`src/rtl/io_uart_txq.sv`:
```
// Dual-lane UART transmit queue: lane a/b IO writes enqueue bytes in order (a then b),
// FWFT byte stream out to the emitter, busy status readable on both IO read buses.
module io_uart_txq #(
  parameter int unsigned DEPTH = 16,
  parameter int unsigned LW    = 5
) (
  input  logic          clk,
  input  logic          resetn,
  input  logic          a_IO_mem_wr,
  input  logic [13:0]   a_IO_wordaddr,
  input  logic [31:0]   a_IO_mem_wdata,
  output logic [31:0]   a_IO_mem_rdata,
  input  logic          b_IO_mem_wr,
  input  logic [13:0]   b_IO_wordaddr,
  input  logic [31:0]   b_IO_mem_wdata,
  output logic [31:0]   b_IO_mem_rdata,
  output logic [7:0]    tx_data,
  output logic          tx_valid,
  input  logic          tx_ready,
  output logic [LW-1:0] level,
  output logic          overflow
);

  localparam int unsigned AW = $clog2(DEPTH);

  logic [7:0]    mem_q [DEPTH];
  logic [AW-1:0] rd_ptr_q, rd_ptr_d;
  logic [AW-1:0] wr_ptr_q, wr_ptr_d;
  logic [LW-1:0] level_q, level_d;
  logic          overflow_q, overflow_d;

  logic          push_a, push_b;
  logic          acc_a, acc_b;
  logic          pop;
  logic          busy;
  logic [LW-1:0] free;
  logic [AW-1:0] wr_b_idx;

  assign push_a = a_IO_mem_wr & a_IO_wordaddr[1];
  assign push_b = b_IO_mem_wr & b_IO_wordaddr[1];

  // Space is judged on the pre-cycle level; a same-cycle pop never frees room for a push.
  assign free  = LW'(DEPTH) - level_q;
  assign acc_a = push_a && (free != '0);
  assign acc_b = push_b && (push_a ? (free >= LW'(2)) : (free != '0));
  assign busy  = free < LW'(2);

  assign tx_valid = (level_q != '0);
  assign pop      = tx_valid & tx_ready;
  assign tx_data  = tx_valid ? mem_q[rd_ptr_q] : '0;
  assign level    = level_q;
  assign overflow = overflow_q;

  assign a_IO_mem_rdata = a_IO_wordaddr[2] ? {22'b0, busy, 9'b0} : '0;
  assign b_IO_mem_rdata = b_IO_wordaddr[2] ? {22'b0, busy, 9'b0} : '0;

  // Lane b lands directly behind lane a when both are accepted.
  assign wr_b_idx = wr_ptr_q + AW'(acc_a);

  always_comb begin
    rd_ptr_d   = rd_ptr_q + AW'(pop);
    wr_ptr_d   = wr_ptr_q + AW'(acc_a) + AW'(acc_b);
    level_d    = level_q + LW'(acc_a) + LW'(acc_b) - LW'(pop);
    overflow_d = overflow_q | (push_a & ~acc_a) | (push_b & ~acc_b);
  end

  always_ff @(posedge clk or negedge resetn) begin
    if (!resetn) begin
      rd_ptr_q   <= '0;
      wr_ptr_q   <= '0;
      level_q    <= '0;
      overflow_q <= 1'b0;
    end else begin
      rd_ptr_q   <= rd_ptr_d;
      wr_ptr_q   <= wr_ptr_d;
      level_q    <= level_d;
      overflow_q <= overflow_d;
    end
  end

  always_ff @(posedge clk) begin
    if (acc_a) mem_q[wr_ptr_q] <= a_IO_mem_wdata[7:0];
    if (acc_b) mem_q[wr_b_idx] <= b_IO_mem_wdata[7:0];
  end

endmodule

```
`config.mk`:
```
export PLATFORM = sky130hd
export DESIGN_NAME = io_uart_txq
export DESIGN_NICKNAME = d
export VERILOG_FILES = /design/src/rtl/io_uart_txq.sv
export SDC_FILE = /design/constraint.sdc
export NUM_CORES = 1
export LEC_CHECK = 0
export ABC_AREA = 1
export CORE_AREA = 2 2 129 131
export CTS_CLUSTER_SIZE = 30
export DETAILED_ROUTE_END_ITERATION = 10
export DIE_AREA = 0 0 131 133
export HOLD_SLACK_MARGIN = 0.05
export PLACE_DENSITY = 0.8
export SLEW_MARGIN = 20
export SYNTH_ARGS = -nofsm -noshare
export SYNTH_HDL_FRONTEND = slang
export SYNTH_SLANG_ARGS = --single-unit
```
`constraint.sdc`:
```
create_clock -name clk -period 4.3 [get_ports clk]
set_clock_uncertainty 0.15 [all_clocks]
set_input_delay 1.29 -clock clk [delete_from_list [all_inputs] [get_ports clk]]
set_output_delay 1.29 -clock clk [all_outputs]
set_load 0.01 [all_outputs]
```
# Word level (Yosys, flattened, before mapping)
# Memory sizes are Yosys's and may differ from the RTL's.
# Index checks and enable logic that the tools add are counted.
[op_classes]
shift = 0
n_eq_ne = 0
magnitude_cmp = 2
addsub = 7
div = 0
n_mux = 8
mul = 0
reduce_logical = 4
n_bitwise = 9
[ops]
columns = ["operator", "n"]
rows = [
  ["$mux W10", 2],
  ["$add A4 B1 Y4", 3],
  ["$add A5 B1 Y5", 2],
  ["$reduce_bool A5 Y1", 2],
  ["$mux W8", 1],
  ["$and A1 B1 Y1", 5],
  ["$ge A5 B2 Y1 const B", 1],
  ["$lt A5 B2 Y1 const B", 1],
  ["$mux W1", 5],
  ["$sub A5 B1 Y5", 1],
  ["$sub A5 B5 Y5 const A", 1],
  ["$logic_and A1 B1 Y1", 2],
  ["$not A1 Y1", 2],
  ["$or A1 B1 Y1", 2],
]
[totals]
wordCells = 35
ram_bits = 128
input_bits = 97
latch_bits = 0
memories = 1
register_bits = 14
out_inout_bits = 79
mem_bits_ro = 0
[mem_list]
columns = ["memory", "words", "word_bits", "rd", "rd_ports_with_merged_regs", "wr", "line_no", "text"]
rows = [
  ["mem_q", 16, 8, 1, 0, 2, "26", "logic [7:0] mem_q [DEPTH];"],
]

# Longest topological paths before layout
# Gate-level depths: netlist of the first run.
[depth]
depth_word = 7
ltp_mapped = 21
depth_no_buf = 21

# Least setup slack after synthesis of the first run
# Ideal clock, no wire load.
[synth_timing]
path_type = "input to register"
startpoint = "input a_IO_mem_wr"
endpoint = "memory mem_q[6][0] (enable)"
arrival_time_ps = 3151
slack_ps = 643
setup_ps = 356
path_stages = 11
n_path_buf = 1
t_required_ps = 3794
path_cell_list = "nand2_1 > a21oi_1 > ha_1 > ha_1 > xnor2_1 > inv_1 > nand2_1 > nor2_1 > nand2_1 > clkbuf_2 > o21ai_0"
[synth_rtl]
columns = ["item", "line_no", "text"]
rows = [
  ["start: declaration", "9", "input logic a_IO_mem_wr,"],
  ["end: declaration", "26", ""],
]

# Final worst setup path of the first run
[layout_timing]
startpoint = "register rd_ptr_q[1]"
endpoint = "output tx_data[0]"
[layout_between]
elab_chain_len = 2
[layout_rtl]
columns = ["item", "line_no", "text"]
rows = [
  ["start: declaration", "27", "logic [AW-1:0] rd_ptr_q, rd_ptr_d;"],
  ["start signal: assignment", "74", "rd_ptr_q <= rd_ptr_d;"],
  ["$mem_v2 Z16 W8", "n/a", ""],
  ["$mux W8", "50", "assign tx_data = tx_valid ? mem_q[rd_ptr_q] : '0;"],
  ["end: declaration", "17", "output logic [7:0] tx_data,"],
]
# Every way passes these cells.

==> results of run 1 <==
[per-layer routing]
metal | vias up | routed length (um) | GRT usage
met2 | 375 | 9240 | 0.373
met1 | 2921 | 7860 | 0.320
li1 | 2999 | - | -
met5 | - | 0 | 0
met3 | 47 | 2200 | 0.0607
met4 | 0 | 641 | 0.0904
[cell families (layout without fill, tap and decap cells)]
group	count (synthesis)	in the layout	share of synthesized area
flip-flops	142	142	0.516
buffers and inverters	170	145	0.118
AND/OR/NAND/NOR	282	282	0.144
adder cells (fa/ha/maj)	17	17	0.0271
other	1	62	0.000461
XOR/XNOR	11	11	0.0118
AO/OA/AOI/OAI	267	267	0.183
[state kept, by name, indices dropped and copies added, names as in the netlist]
name and count:
overflow 1, wr_ptr_q 4, mem_q 128, rd_ptr_q 4, level 5
[placed cells by master, fill, tap and decap left out, types with 5 or more instances in the layout]
cell             Yosys  routed
o21ai_2              8       8
dfrtp_1             14      12
o221ai_1            20      20
o21ai_1             64      68
clkdlybuf4s50_1      0      41
nor2_1              88      88
nand2_4              9       9
edfxtp_1           128     128
nand2_1            164     164
ha_1                16      16
a21oi_1             12      12
clkbuf_16            0      17
inv_1               40      40
buf_4               62      27
o22ai_1             12      12
o211ai_1            12      12
xor2_1               7       7
clkinv_2             0       6
nand3_1             12      12
o21ai_0            138     134
clkbuf_1            39       5
conb_1               1      62
[worst max-delay path, delay by kind of cell (launching register included)]
kind / cells / cell delay [ns]
AO/OA/AOI/OAI: 4 / 0.90
buffers and inverters: 3 / 0.92
flip-flops: 1 / 0.54
[per-stage QoR]
step / setup slack, ns / total power [W]
6_report: 0.0656 / 0.00568
5_1_grt: 0.0260 / 0.00598
4_1_cts: 0.0148 / 0.00565
3_5_place_dp: 0.186 / 0.00423
3_3_place_gp: 0.248 / 0.00418
2_1_floorplan: 0.643 / 0.00342
[power breakdown]
group | internal [W] | leakage [nW] | total, W | switching [W]
clock network | 0.000877 | 0.279 | 0.00142 | 0.000538
registers | 0.00176 | 1.32 | 0.00190 | 0.000144
logic | 0.000852 | 2.12 | 0.00237 | 0.00151
total | 0.00348 | 3.71 | 0.00568 | 0.00220
[how the worst min path moves through the flow]
stage / from / end / slack, ns / cells after the start
floorplan: rd_ptr_q[0]$_DFF_PN0_ / rd_ptr_q[0]$_DFF_PN0_ / 0.34 / 1
global placement: overflow$_DFF_PN0_ / overflow$_DFF_PN0_ / 0.34 / 2
global route: overflow$_DFF_PN0_ / overflow$_DFF_PN0_ / 0.38 / 2
finish: overflow$_DFF_PN0_ / overflow$_DFF_PN0_ / 0.34 / 2
detailed placement: overflow$_DFF_PN0_ / overflow$_DFF_PN0_ / 0.32 / 2
CTS: overflow$_DFF_PN0_ / overflow$_DFF_PN0_ / 0.35 / 2
[cell type report]
type	count	area (sq um)	share of cell area
clock buffers	24	472	0.0521
clock inverters	8	88.8	0.00982
inverters	43	163	0.0180
multi-input cells	639	3210	0.355
flip-flops and latches	142	4200	0.464
well taps	220	275	0.0304
repair buffers	70	644	0.0712
[repair_timing]
item / in CTS / in global routing
setup endpoints to repair: 1 / 4
pin swaps: 0 / 0
resized for setup: 1 / 2
==> impl_metrics.py, run 1 <==
metrics = {
    "timing": {
        "hold-worst-slack_ns": 0.341,
        "fin_crit_sh": 0.985,
        "max_slew_margin": 0.311,
        "drv_slew": 0,
        "rsz0062_at_grt": "no",
        "setup_viol": 0,
        "fmax_mhz": 236,
        "hold_viol_final": 0,
        "finalCriticalPeriod_ns": 4.23,
        "tightest_slew_ns": 1.02,
        "final.setup.tns_ns": 0,
    },
    "placement": {
        "hpwlAfterDp_um": 13400,
        "placed_cells": 1114,
        "dpl_cell_area_sq_um": 8480,
        "gp_congestion": 1.00,
        "port_buffers": 41,
    },
    "layout": {
        "nFillCells": 1382,
        "area_growth_pct": 11.2,
        "utilization": 0.560,
        "nets": 1027,
        "num_antenna_cells": 0,
        "stdcell_area_sq_um": 9050,
        "layout-drive-gt1-share": 0.0886,
        "instances_no_fill": 1146,
    },
    "logic_synthesis": {
        "synth_top_area_share": 0.473,
        "syn_inst": 890,
        "ys.flop_type": "edfxtp_1",
        "synth-seq-cells": 142,
        "synth.largest_area_cell": "edfxtp_1",
        "yosys-top-cells-count": "nand2_1, o21ai_0, edfxtp_1, nor2_1, o21ai_1",
        "synth_edf_count": 128,
        "synth.avg_cell_area_sq_um": 9.14,
        "ys_seq_area_frac": 0.516,
        "yosys.cell_types.count": 36,
        "synthTopCellsByArea": "edfxtp_1, o21ai_0, nand2_1",
        "synth_area_sq_um": 8130,
        "yosysWarnings": 0,
        "synth_most_common_cell": "nand2_1",
        "ys_async_sr_fraction": 0.0986,
    },
    "cts": {
        "clk_pin_slew_ns": 0.06,
        "htreeDepth": 4,
        "post_cts_buffers": 0,
        "cts_tree": "built",
        "cts_inserted_buffers": 17,
        "cts_max_path_buffers": 2,
        "clockRootBuffer": "clkbuf_16",
        "ctsHoldBuffers": 0,
        "cts_sinks": 142,
        "clock_latency_ns": 0.43,
    },
    "detailed_routing": {
        "drtPass1Iterations": 8,
        "vias": 6342,
        "routed_wl_um": 19900,
        "drtAntennaViolNets": 0,
        "drt_iter0_markers": 763,
        "drc": 0,
        "wl_per_cell_um": 17.4,
        "routed_via_density": 5.53,
    },
    "flow_run": {
        "cap_violations": 0,
    },
    "critical_path": {
        "ff2ff_setup_slack_ns": 0.66,
        "rr_startpoint": "level[1]$_DFF_PN0_",
        "r2r_end": "mem_q[12][4]$_DFFE_PP_",
        "crit_start": "rd_ptr_q[1]$_DFF_PN0_",
        "arrival_ns": 2.79,
        "criticalPathCategory": "flip-flop to primary output",
        "crit_chain": "inv_1 > buf_4 > o21ai_0 > o221ai_1 > o211ai_1 > a21oi_1 > clkdlybuf4s50_1",
        "slowest_stage": "clkdlybuf4s50_1",
        "slowest_delay_ns": 0.57,
        "endpoint_kind": "primary output",
        "worstSetupEndpoint": "tx_data[0]",
        "crit_required_ns": 2.86,
        "cp-start-kind": "flip-flop",
        "crit_path_max_fanout": 19,
        "reg2reg_depth": 16,
    },
    "floorplan": {
        "dieArea_sq_um": 17400,
        "fp.dieH_um": 133,
        "rows": 47,
        "core_sq_um": 16200,
        "initial_utilization": 0.503,
        "io_pins": 176,
        "die_w_um": 131,
    },
    "global_routing": {
        "grtUsageTotal": 0.239,
        "grt_overflow": 0,
        "grt_pass1_wl_um": 30900,
        "grt_max_degree": 66,
        "antenna_found_initial": 0,
        "grt_pass1_vias": 5685,
    },
    "pwr": {
        "leakagePower_nw": 3.71,
        "irDropWorstVdd_uv": 430,
        "powerDensity_nw_per_um2": 628,
    },
    "worst_hold_path": {
        "hold_class": "flip-flop to flip-flop",
    },
    "status": {
        "status": "complete, no violations",
    },
}
Power figures use the tool's default switching activity.
==> run 2: changes to the inputs <==
- CORE_AREA: 2 2 129 131 -> 3 3 130 132
- DIE_AREA: 0 0 131 133 -> 0 0 133 135
==> impl_metrics.py, run 2 (synthesis results as in run 1) <==
metrics = {
    "pwr": {
        "powerDensity_nw_per_um2": 624,
        "internal-power_w": 0.00344,
        "p_sw_w": 0.00220,
        "pwr-share-seq": 0.336,
        "swShare": 0.390,
        "leakagePower_nw": 3.71,
        "comb_power_share": 0.420,
        "irDropWorstVdd_uv": 396,
        "p_clk_frac": 0.244,
        "power.total_w": 0.00564,
    },
    "cts": {
        "htreeDepth": 4,
        "clock_latency_ns": 0.42,
        "cts_max_path_buffers": 2,
        "cts_inserted_buffers": 17,
        "cts_sinks": 142,
        "post_cts_buffers": 0,
        "clockRootBuffer": "clkbuf_16",
        "cts_tree": "built",
        "clk_pin_slew_ns": 0.05,
        "ctsHoldBuffers": 0,
        "cts_resized": 0,
    },
    "critical_path": {
        "slowest_stage": "clkdlybuf4s50_1",
        "cp-start-kind": "flip-flop",
        "crit_family": "buffers and inverters",
        "path_buf_inv": 2,
        "reg2reg_depth": 16,
        "crit_chain": "buf_4 > o21ai_0 > o22ai_1 > o211ai_1 > a21oi_1 > clkdlybuf4s50_1",
        "rr_startpoint": "level[1]$_DFF_PN0_",
        "crit_start": "rd_ptr_q[0]$_DFF_PN0_",
        "crit_path_max_fanout": 38,
        "crit_required_ns": 2.86,
        "endpoint_kind": "primary output",
        "criticalPathCategory": "flip-flop to primary output",
        "arrival_ns": 2.73,
        "slowest_delay_ns": 0.58,
        "crit_cells": 6,
    },
    "global_routing": {
        "grt_overflow": 0,
        "grtUsageTotal": 0.231,
        "grt_max_degree": 39,
        "grt_pass1_vias": 5869,
        "antenna_found_initial": 0,
        "grt_pass1_wl_um": 31800,
    },
    "timing": {
        "fmax_mhz": 240,
        "tightest_slew_ns": 0.885,
        "setup_viol": 0,
        "hold-worst-slack_ns": 0.336,
        "fin_crit_sh": 0.970,
        "drv_slew": 0,
        "rsz0062_at_grt": "no",
        "hold_viol_final": 0,
        "max_slew_margin": 0.408,
        "finalCriticalPeriod_ns": 4.17,
        "final.setup.tns_ns": 0,
    },
    "detailed_routing": {
        "drt_iter0_markers": 916,
        "routed_wl_um": 20500,
        "drtPass1Iterations": 6,
        "routed_via_density": 5.60,
        "vias": 6404,
        "drc": 0,
        "wl_per_cell_um": 17.9,
        "drtAntennaViolNets": 0,
    },
    "layout": {
        "nets": 1028,
        "largest_reg_flops": 128,
        "utilization": 0.570,
        "layout_common_cells": "nand2_1, o21ai_0, edfxtp_1",
        "final_common_cell": "nand2_1",
        "layout-drive-gt1-share": 0.0874,
        "regMostFlops": "mem_q",
        "area_growth_pct": 11.0,
        "num_antenna_cells": 0,
        "nFillCells": 1342,
    },
    "worst_hold_path": {
        "hold_class": "flip-flop to flip-flop",
        "hp-start": "overflow$_DFF_PN0_",
        "whs_path_depth": 2,
    },
    "floorplan": {
        "fp.dieH_um": 135,
        "core_sq_um": 15800,
        "io_pins": 176,
        "initial_utilization": 0.514,
        "die_w_um": 133,
        "rows": 46,
        "dieArea_sq_um": 18000,
    },
    "placement": {
        "port_buffers": 41,
        "gp_congestion": 0.946,
        "hpwlAfterDp_um": 13600,
    },
    "status": {
        "status": "complete, no violations",
    },
    "flow_run": {
        "cap_violations": 0,
    },
}
==> run 2: cell type report <==
class | instances | area (sq um) | area share
clock buffer | 22 | 444 | 0.0492
tap | 216 | 270 | 0.0299
clock inverter | 10 | 96.3 | 0.0107
multi-input combinational | 639 | 3210 | 0.356
inverter | 43 | 161 | 0.0179
timing repair buffer | 71 | 648 | 0.0718
sequential | 142 | 4200 | 0.465
==> run 2: worst reg2reg max path: stages, from the launching register on <==
cell and delay, ns:
dfrtp_1 0.46, inv_1 0.13, ha_1 0.25, nand2_1 0.07, inv_1 0.04, ha_1 0.28, nand2_1 0.06, inv_1 0.09
a21oi_1 0.11, ha_1 0.21, ha_1 0.19, xnor2_1 0.32, nand2_1 0.22, nor2_1 0.22, nand2_4 0.17, o21ai_0 0.12
buf_4 0.22
==> run 2: metrics by stage <==
step / instances / worst slack (ns) / area (sq um)
2_1_floorplan: 951 / 0.643 / 8360
3_3_place_gp: 1111 / 0.255 / 8480
3_5_place_dp: 1111 / 0.221 / 8480
4_1_cts: 1143 / 0.0207 / 9020
5_1_grt: 1143 / 0.0346 / 9030
6_report: 1143 / 0.130 / 9030
==> run 2: metal layers <==
layer | global-route usage | wire length [um] | vias to the layer above
met1 | 0.307 | 7980 | 2954
met2 | 0.367 | 9530 | 392
met3 | 0.0473 | 2150 | 50
met5 | 0 | 0 | -
met4 | 0.111 | 806 | 0
li1 | - | - | 3008
==> run 2: path summary, 6_finish.rpt <==
check | end | slack [ns]
max in group asynchronous | rd_ptr_q[0]$_DFF_PN0_ | 2.33
worst max register to register | mem_q[11][1]$_DFFE_PP_ | 0.68
min in group asynchronous | level[0]$_DFF_PN0_ | 1.16
worst min register to register | overflow$_DFF_PN0_ | 0.34
worst max-delay path | tx_data[3] | 0.13
worst min-delay path | overflow$_DFF_PN0_ | 0.34
==> run 2: power by group through the flow <==
stage               sequential, W  combinational, W  clock, W
floorplan                 0.00187           0.00155         0
global placement          0.00191           0.00226         0
detailed placement        0.00191           0.00232         0
CTS                       0.00189           0.00234   0.00138
global route              0.00191           0.00260   0.00144
finish                    0.00189           0.00237   0.00137
